<file path="src/rtl/mips_pkg.sv">
// Shared MIPS core definitions: fetch state encoding, instruction width and PC constants.
package mips_pkg;

    localparam int          INSTR_W          = 32;
    localparam logic [31:0] PC_INC           = 32'd4;
    localparam logic [31:0] DEFAULT_RESET_PC = 32'hBFC0_0000;

    typedef enum logic [1:0] {
        IDLE,
        FETCH,
        WAIT,
        HOLD
    } fetch_state_e;

endpackage

</file>
<file path="src/rtl/fetch_unit.sv">
// Instruction fetch stage: one outstanding imem read, single-entry output buffer
// towards decode, redirect port with in-flight kill of wrong-path responses.
module fetch_unit
    import mips_pkg::*;
#(
    parameter logic [31:0] RESET_PC = DEFAULT_RESET_PC
) (
    input  logic               clk,
    input  logic               rst_n,
    output logic               imem_req_o,
    output logic [31:0]        imem_addr_o,
    input  logic               imem_rvalid_i,
    input  logic [INSTR_W-1:0] imem_rdata_i,
    input  logic               redirect_i,
    input  logic [31:0]        redirect_pc_i,
    output logic               instr_valid_o,
    input  logic               instr_ready_i,
    output logic [INSTR_W-1:0] instr_o,
    output logic [31:0]        pc_o,
    output logic [31:0]        pc_plus4_o,
    output logic               addr_err_o
);

    fetch_state_e       state_q;
    logic [31:0]        pc_q;
    logic [31:0]        pc_out_q;
    logic [INSTR_W-1:0] instr_q;
    logic               valid_q;
    logic               kill_q;
    logic               handshake;
    logic [31:0]        redirect_target;

    assign redirect_target = {redirect_pc_i[31:2], 2'b00};
    assign handshake       = valid_q & instr_ready_i;

    // A redirect in the same cycle always wins over issuing a request.
    assign imem_req_o  = ~redirect_i & ((state_q == FETCH) | ((state_q == HOLD) & handshake));
    assign imem_addr_o = pc_q;
    assign addr_err_o  = rst_n & redirect_i & (redirect_pc_i[1:0] != 2'b00);

    assign instr_valid_o = valid_q;
    assign instr_o       = instr_q;
    assign pc_o          = pc_out_q;
    assign pc_plus4_o    = pc_out_q + PC_INC;

    always_ff @(posedge clk or negedge rst_n) begin
        if (!rst_n) begin
            state_q  <= IDLE;
            pc_q     <= RESET_PC;
            kill_q   <= 1'b0;
            valid_q  <= 1'b0;
            instr_q  <= '0;
            pc_out_q <= '0;
        end else begin
            if (redirect_i) begin
                pc_q <= redirect_target;
            end
            case (state_q)
                IDLE: begin
                    state_q <= FETCH;
                end
                FETCH: begin
                    if (!redirect_i) begin
                        state_q <= WAIT;
                    end
                end
                WAIT: begin
                    if (imem_rvalid_i) begin
                        // Wrong-path data (killed earlier or redirected now) is dropped.
                        if (redirect_i || kill_q) begin
                            kill_q  <= 1'b0;
                            state_q <= FETCH;
                        end else begin
                            instr_q  <= imem_rdata_i;
                            pc_out_q <= pc_q;
                            pc_q     <= pc_q + PC_INC;
                            valid_q  <= 1'b1;
                            state_q  <= HOLD;
                        end
                    end else if (redirect_i) begin
                        kill_q <= 1'b1;
                    end
                end
                HOLD: begin
                    if (redirect_i || instr_ready_i) begin
                        valid_q <= 1'b0;
                        state_q <= redirect_i ? FETCH : WAIT;
                    end
                end
                default: begin
                    state_q <= IDLE;
                end
            endcase
        end
    end

endmodule

</file>
<file path="config.mk">
export PLATFORM = sky130hd
export DESIGN_NAME = fetch_unit
export DESIGN_NICKNAME = d
export VERILOG_FILES = /design/src/rtl/mips_pkg.sv /design/src/rtl/fetch_unit.sv
export SDC_FILE = /design/constraint.sdc
export NUM_CORES = 1
export LEC_CHECK = 0
export CAP_MARGIN = 5
export CORE_AREA = 2 2 141 88
export CTS_BUF_LIST = sky130_fd_sc_hd__clkbuf_2
export DETAILED_ROUTE_END_ITERATION = 8
export DIE_AREA = 0 0 143 90
export PLACE_DENSITY = 0.81
export SLEW_MARGIN = 20
export SYNTH_ARGS = -nofsm -noshare
export SYNTH_HDL_FRONTEND = slang
export SYNTH_SLANG_ARGS = --single-unit
</file>
<file path="constraint.sdc">
create_clock -name clk -period 2.4 [get_ports clk]
set_input_delay 0.36 -clock clk [delete_from_list [all_inputs] [get_ports clk]]
set_output_delay 0.36 -clock clk [all_outputs]
set_load 0.05 [all_outputs]
</file>
==> Flow_metrics.wiki, run 1 <==
{| class="wikitable"
! Metric !! Value
|-
| Slack of the critical path || -0.395 ns
|-
| Starting utilization of the core area || 0.438
|-
| Relative max-transition margin || 0.620
|-
| Number of distinct standard cells referenced by the synthesized netlist || 49
|-
| DRC violation total after the first TritonRoute iteration || 522
|-
| Top achievable clock speed || 358 MHz
|-
| Seq/Total Area, Yosys || 0.492
|-
| Outcome || finished, violations left
|-
| Clock tree from TritonCTS || done
|-
| RSZ-0062 raised after global routing || true
|-
| Via count || 5243
|-
| Data arrival time of the critical path || between 2 and 2.5 ns
|-
| Aggregate global routing overflow || 0
|-
| Cell area after placement || 0.00792 sq mm
|-
| Sinks on Clock Net || 100
|-
| Part of the cycle the worst path needs || 1.16
|-
| Global-route wire length before repair || about 27 mm
|-
| Post-Layout Inst Area || approximately 0.0085 sq mm
|-
| Full die area || 0.0129 sq mm
|-
| PwrDens || between 1000 and 1500 mW/mm^2
|-
| Number of global-route vias before repair || 5128
|-
| Fin crit period || 2.80 ns
|-
| DP HPWL || 12.1 mm
|-
| Number of pins with negative max-slew slack in the final report || 0
|-
| Total routed wirelength || 17.3 mm
|-
| Max-capacitance violation count || 0
|-
| Worst-Skew Late Latency || 0.58 ns
|-
| Fraction of registers with async set or reset after synthesis || 1.00
|-
| Final ANT Viol Nets || 0
|-
| Worst clock skew || 0.0248 ns
|-
| Clock root cell || clkbuf_2
|-
| Placer Congestion || 0.876
|-
| Die width || 143 um
|-
| Final Hold Violating Endpoints || 0
|-
| Maximum level of the CTS H-tree || 3
|-
| Detailed-router iteration count before antenna repair || 6
|-
| Syn_area_per_cell || 8.80 sq um
|-
| Setup Crit Path Kind || register to output pin
|-
| Actual slew at the worst max-slew pin || 0.568 ns
|-
| Core Area || approximately 0.012 sq mm
|-
| Average vias per placed instance || about 5.3
|-
| Primary FF master, synth || dfrtp_1
|-
| Finish-stage setup viols || 22
|-
| Number of buffers created by CTS || 9
|-
| Number of design rule violations left after detail routing || 0
|-
| Number of register bits inferred by synthesis || 100
|-
| Share of cells above drive strength 1 || 0.213
|-
| GR Util All Layers || 0.265
|-
| Violated checks || setup timing
|-
| Syn nets || 652
|-
| I/O Pins || 200
|-
| Maximum number of pins on one net before global-route repair || 101
|-
| Required time reported for the critical path endpoint || 2.04 ns
|-
| Area growth from synthesis to layout || 66.6%
|-
| Synthesis Warnings || 0
|-
| Clock transition time at the flip-flop clock pins of the worst setup and hold paths || approximately 0.26 ns
|-
| Cell count after synthesis || 581
|-
| Maximum buffer depth of the clock tree || 2
|-
| Cell area after synthesis || approximately 0.0051 sq mm
|-
| CP Max Fanout || 6
|-
| Endpoint class of the critical path || output pin
|-
| Final Core Density || 0.730
|-
| Post-layout nets || between 800 and 900
|-
| Number of buffers added on ports || 199
|-
| Detailed-route wire length per cell || 17.6 um
|-
| Worst VDD drop || around 1200 uV
|-
| Row cnt || 31
|-
| Antenna violations before repair || 1
|-
| Number of synthesized flops with an enable pin || 0
|-
| Hold crit path type || input pin to register
|-
| Critical path launch point type || register
|-
| Standby leakage power || 4.12 nW
|-
| Aggregate negative setup slack || -5.20 ns
|-
| Die height || 90 um
|}
[routing by layer]
layer  global-route usage  part of all wire
met1                0.361              0.42
met2                0.408              0.47
met3               0.0938             0.097
met4               0.0586             0.015
met5                    0                 0
[cell usage after synthesis, drive strengths merged (9+ instances only)]
master  instances  area share
buf            19       0.020
mux2i          13       0.025
clkbuf         12      0.0093
dfrtp          91        0.45
nand3          19       0.019
dfstp           9       0.046
a211oi         13       0.019
nand4          22       0.033
nor3           10      0.0098
xor2           10       0.017
nand2         208        0.15
and3           12       0.015
a311oi         10       0.017
nor4           12       0.017
nor2           34       0.025
inv            12      0.0088
xnor2          19       0.033
[area by class of cell]
class                   count  area [sq um]
multi-input cells         438          2860
repair buffers            250          2710
well taps                 165           206
flip-flops and latches    100          2530
clock buffers               9          45.0
diodes                      1          2.50
inverters                  12          45.0
clock inverters             7           114
fillers                   818          3160
[worst max-delay path: stages, from the launching register on]
cell     delay [ns]
dfrtp_2        0.52
nand4_1        0.21
nor4_4         0.29
buf_6          0.17
buf_12         0.12
buf_6          0.10
nand3_4        0.09
xnor2_4        0.20
buf_12         0.15
[state kept, by name (all words and copies together) (netlist names)]
signal and count:
imem_addr_o 32, instr_o 32, pc_o 32, state_q 2, instr_valid_o 1, kill_q 1
[layout by cell type (no fill, tap or decap), drive strengths merged, types with 9 or more instances in the layout]
master           n
mux2i           13
a211oi          13
nor4            12
inv             13
clkdlybuf4s50  125
and3            12
buf             77
nand3           19
nor2            34
a311oi          10
xor2            10
xnor2           19
nand2          208
nor3            10
dfstp            9
dfrtp           91
clkbuf          13
dlygate4sd2     18
dlymetal6s2s    24
nand4           22
[where the power goes]
| group | internal, mW | leakage, nW | total, mW | switching [mW] |
|---|---|---|---|---|
| clock | 0.445 | 0.0876 | 1.00 | 0.559 |
| combinational | 2.13 | 2.81 | 5.69 | 3.56 |
| sequential | 2.18 | 1.22 | 2.75 | 0.573 |
[cell families after synthesis]
group,after synthesis,synth area share
AOI/OAI and AO/OA,49,0.0744
DFF,100,0.492
and+or+nand+nor,345,0.315
xor gates and xnor gates,29,0.0497
muxes,13,0.0255
buffers and inverters,43,0.0384
adders and majority gates,2,0.00489
[final timing paths]
path,startpoint,depth (start not counted),endpoint,slack [ns]
min,imem_rdata_i[5],3,instr_o[5],0.27
max reg2reg,imem_addr_o[23],4,imem_addr_o[29],0.39
min reg2reg,instr_o[0],2,instr_o[0],0.51
min in group asynchronous,rst_n,3,imem_addr_o[19],0.42
max,pc_o[15],8,pc_plus4_o[26],-0.40
max in group asynchronous,rst_n,3,pc_o[5],1.55
[through the flow]
step | total power [mW] | hold WS, ns | std cells | setup WS [ns]
CTS | 9.45 | 0.00457 | 974 | -0.359
finish | 9.44 | 0.268 | 982 | -0.395
detailed placement | 8.34 | 0.462 | 938 | 0.163
global route | 9.85 | 0.215 | 981 | -0.538
floorplan | 6.07 | 0.0644 | 581 | -0.0738
global placement | 8.26 | 0.457 | 938 | 0.245
[what timing repair did]
item	4_1_cts	5_1_grt
gates resized for setup	41	53
hold endpoints to repair	91	1
pin swaps	11	12
buffers inserted	19	7
endpoints found under the setup margin	41	52
hold buffers	1	1
(Power assumes the default switching activity.)
==> run 2: changes to the inputs <==
- RECOVER_POWER: default -> 50
- SKIP_CTS_REPAIR_TIMING: default -> 1
==> run 2 against run 1 <==
Effect of this change: the flow still finishes with violations (setup timing); worst hold slack got worse by 0.013 ns; wire length decreased by 2.0%; critical path type unchanged; largest cell class unchanged; final cell count fell by 1.0%.
==> Flow_metrics.wiki, run 2 (synthesized netlist as in run 1, its figures left out) <==
{| class="wikitable"
! Metric !! Value
|-
| PwrDens || 1120 mW/mm^2
|-
| DP Worst Slack || 0.163 ns
|-
| Relative max-transition margin || 0.109
|-
| Final ANT Viol Nets || 0
|-
| Endpoint class of the critical path || output pin
|-
| Reg-to-Reg End || imem_addr_o[6]
|-
| Share of cells above drive strength 1 || 0.194
|-
| Post-layout nets || 872
|-
| Number of buffers added on ports || 199
|-
| R2R Setup Slk || 0.11 ns
|-
| Area growth from synthesis to layout || 64.5%
|-
| Die height || 90 um
|-
| Number of pins with negative max-slew slack in the final report || 0
|-
| Antenna violations before repair || 1
|-
| Detailed-router iteration count before antenna repair || 4
|-
| GR Util All Layers || 0.257
|-
| RSZ-0062 raised after global routing || true
|-
| I/O Pins || 200
|-
| Required time reported for the critical path endpoint || 2.04 ns
|-
| Data arrival time of the critical path || around 2.5 ns
|-
| Number of buffers created by CTS || 9
|-
| DP HPWL || 12.1 mm
|-
| Worst Hold Path Cells || 3
|-
| Starting utilization of the core area || 0.438
|-
| Critical register-to-register path startpoint || state_q[1]
|-
| Finish-stage setup viols || 23
|-
| Aggregate global routing overflow || 0
|-
| Part of the cycle the worst path needs || 1.19
|-
| Via count || 5299
|-
| Actual slew at the worst max-slew pin || 1.34 ns
|-
| Hold EP || instr_o[5]
|-
| Maximum buffer depth of the clock tree || 2
|-
| Sinks on Clock Net || 100
|-
| Worst VDD drop || between 1000 and 1500 uV
|-
| Full die area || 0.0129 sq mm
|-
| Violated checks || setup timing
|-
| Core Area || 0.0117 sq mm
|-
| CP Max Fanout || 8
|-
| Die width || between 100 and 150 um
|-
| Clock root cell || clkbuf_2
|-
| Average vias per placed instance || about 5.5
|-
| Clock transition time at the flip-flop clock pins of the worst setup and hold paths || approximately 0.26 ns
|-
| Leading cell types in the layout, fill and taps excluded || nand2_1, clkdlybuf4s50_1, dfrtp_1, dlymetal6s2s_1, buf_4
|-
| Hold crit path type || input pin to register
|-
| Top achievable clock speed || 351 MHz
|-
| DRC violation total after the first TritonRoute iteration || 438
|-
| Total routed wirelength || 17.0 mm
|-
| Global-route wire length before repair || 26.1 mm
|-
| Number of fill cells || ~830
|-
| Maximum level of the CTS H-tree || 3
|-
| Standby leakage power || ~4.1 nW
|-
| Most frequent cell on the critical path || nand4_1
|-
| Maximum number of pins on one net before global-route repair || 101
|-
| Setup Crit Path Kind || register to output pin
|-
| Worst r2r path cells || 4
|-
| Clock tree from TritonCTS || done
|-
| Register cell area after layout || 0.00253 sq mm
|-
| Biggest cell delay along the critical path || 0.48 ns
|-
| Critical-path top delay cell || dfrtp_2
|-
| Critical path launch point type || register
|-
| Slack of the critical path || -0.447 ns
|-
| Worst-Skew Late Latency || 0.59 ns
|-
| Startpoint of the tightest hold check path || imem_rdata_i[5]
|-
| Outcome || finished, violations left
|-
| Detailed-route wire length per cell || 17.4 um
|-
| Number of global-route vias before repair || 4995
|-
| Area used by multi-input combinational logic || 0.00284 sq mm
|-
| Fin crit period || 2.85 ns
|-
| Final Hold Violating Endpoints || 0
|-
| Placer Congestion || 0.876
|-
| Row cnt || 31
|-
| CP Cell Sequence || ha_4, nand4_1, nor4_4, buf_6, nand4_1, xnor2_4, buf_12
|-
| Max-capacitance violation count || 0
|-
| Worst clock skew || 0.0304 ns
|-
| Number of design rule violations left after detail routing || 0
|-
| Final Core Density || 0.720
|-
| Most frequent standard cell in the layout excluding fill and tap cells || nand2_1
|}
[run 2: cell types whose count changed in the layout (fill, tap and decap cells not counted), sizes merged]
cell           delta
dlymetal6s2s     +14
clkbuf            +6
clkdlybuf4s50     +6
buf              -18
dlygate4sd2      -18
[run 2: final cells by class]
type,instances,share of cell area
tap,165,0.0245
clock buffer,9,0.00536
sequential,100,0.301
clock inverter,7,0.0135
multi-input combinational,438,0.337
antenna,1,0.000298
inverter,12,0.00536
timing repair buffer,240,0.312
[run 2: worst max path at each step]
stage | startpoint | endpoint | depth (start not counted)
global placement | imem_rvalid_i | imem_addr_o[17] | 6
global route | pc_o[8] | pc_plus4_o[28] | 6
finish | pc_o[2] | pc_plus4_o[28] | 7
floorplan | pc_o[2] | pc_plus4_o[28] | 5
CTS | pc_o[2] | pc_plus4_o[28] | 7
detailed placement | pc_o[2] | pc_plus4_o[28] | 7
[run 2: where the power goes]
part | switching (mW) | internal, mW | total (mW)
registers | 0.596 | 2.18 | 2.77
logic | 3.50 | 2.12 | 5.62
clock network | 0.562 | 0.445 | 1.01
[run 2: worst max-delay path, delay by kind of cell (launching register included)]
| kind | cells | cell delay, ns |
|---|---|---|
| buf+inv | 2 | 0.33 |
| flops | 1 | 0.48 |
| simple gates | 3 | 0.73 |
| fa+ha+maj | 1 | 0.15 |
| xor+xnor | 1 | 0.22 |
[run 2: metal layers]
metal / vias to the layer above / share of wire / wire, um / global-route usage
met2: 282 / 0.47 / 7960 / 0.391
met5: - / 0 / 0 / 0
met1: 2562 / 0.42 / 7070 / 0.353
met3: 32 / 0.10 / 1690 / 0.0911
li1: 2423 / - / - / -
met4: 0 / 0.014 / 235 / 0.0586
[run 2: metrics by stage]
stage	power, mW	setup TNS [ns]	hold WS [ns]	cells	instance area (sq um)
after floorplan	6.07	-0.0738	0.0644	581	5430
after global placement	8.26	0	0.457	938	7920
after detailed placement	8.34	0	0.462	938	7920
after CTS	9.35	-8.96	-0.152	954	8080
after global routing	9.79	-10.47	0.215	971	8410
final	9.40	-6.56	0.256	972	8410
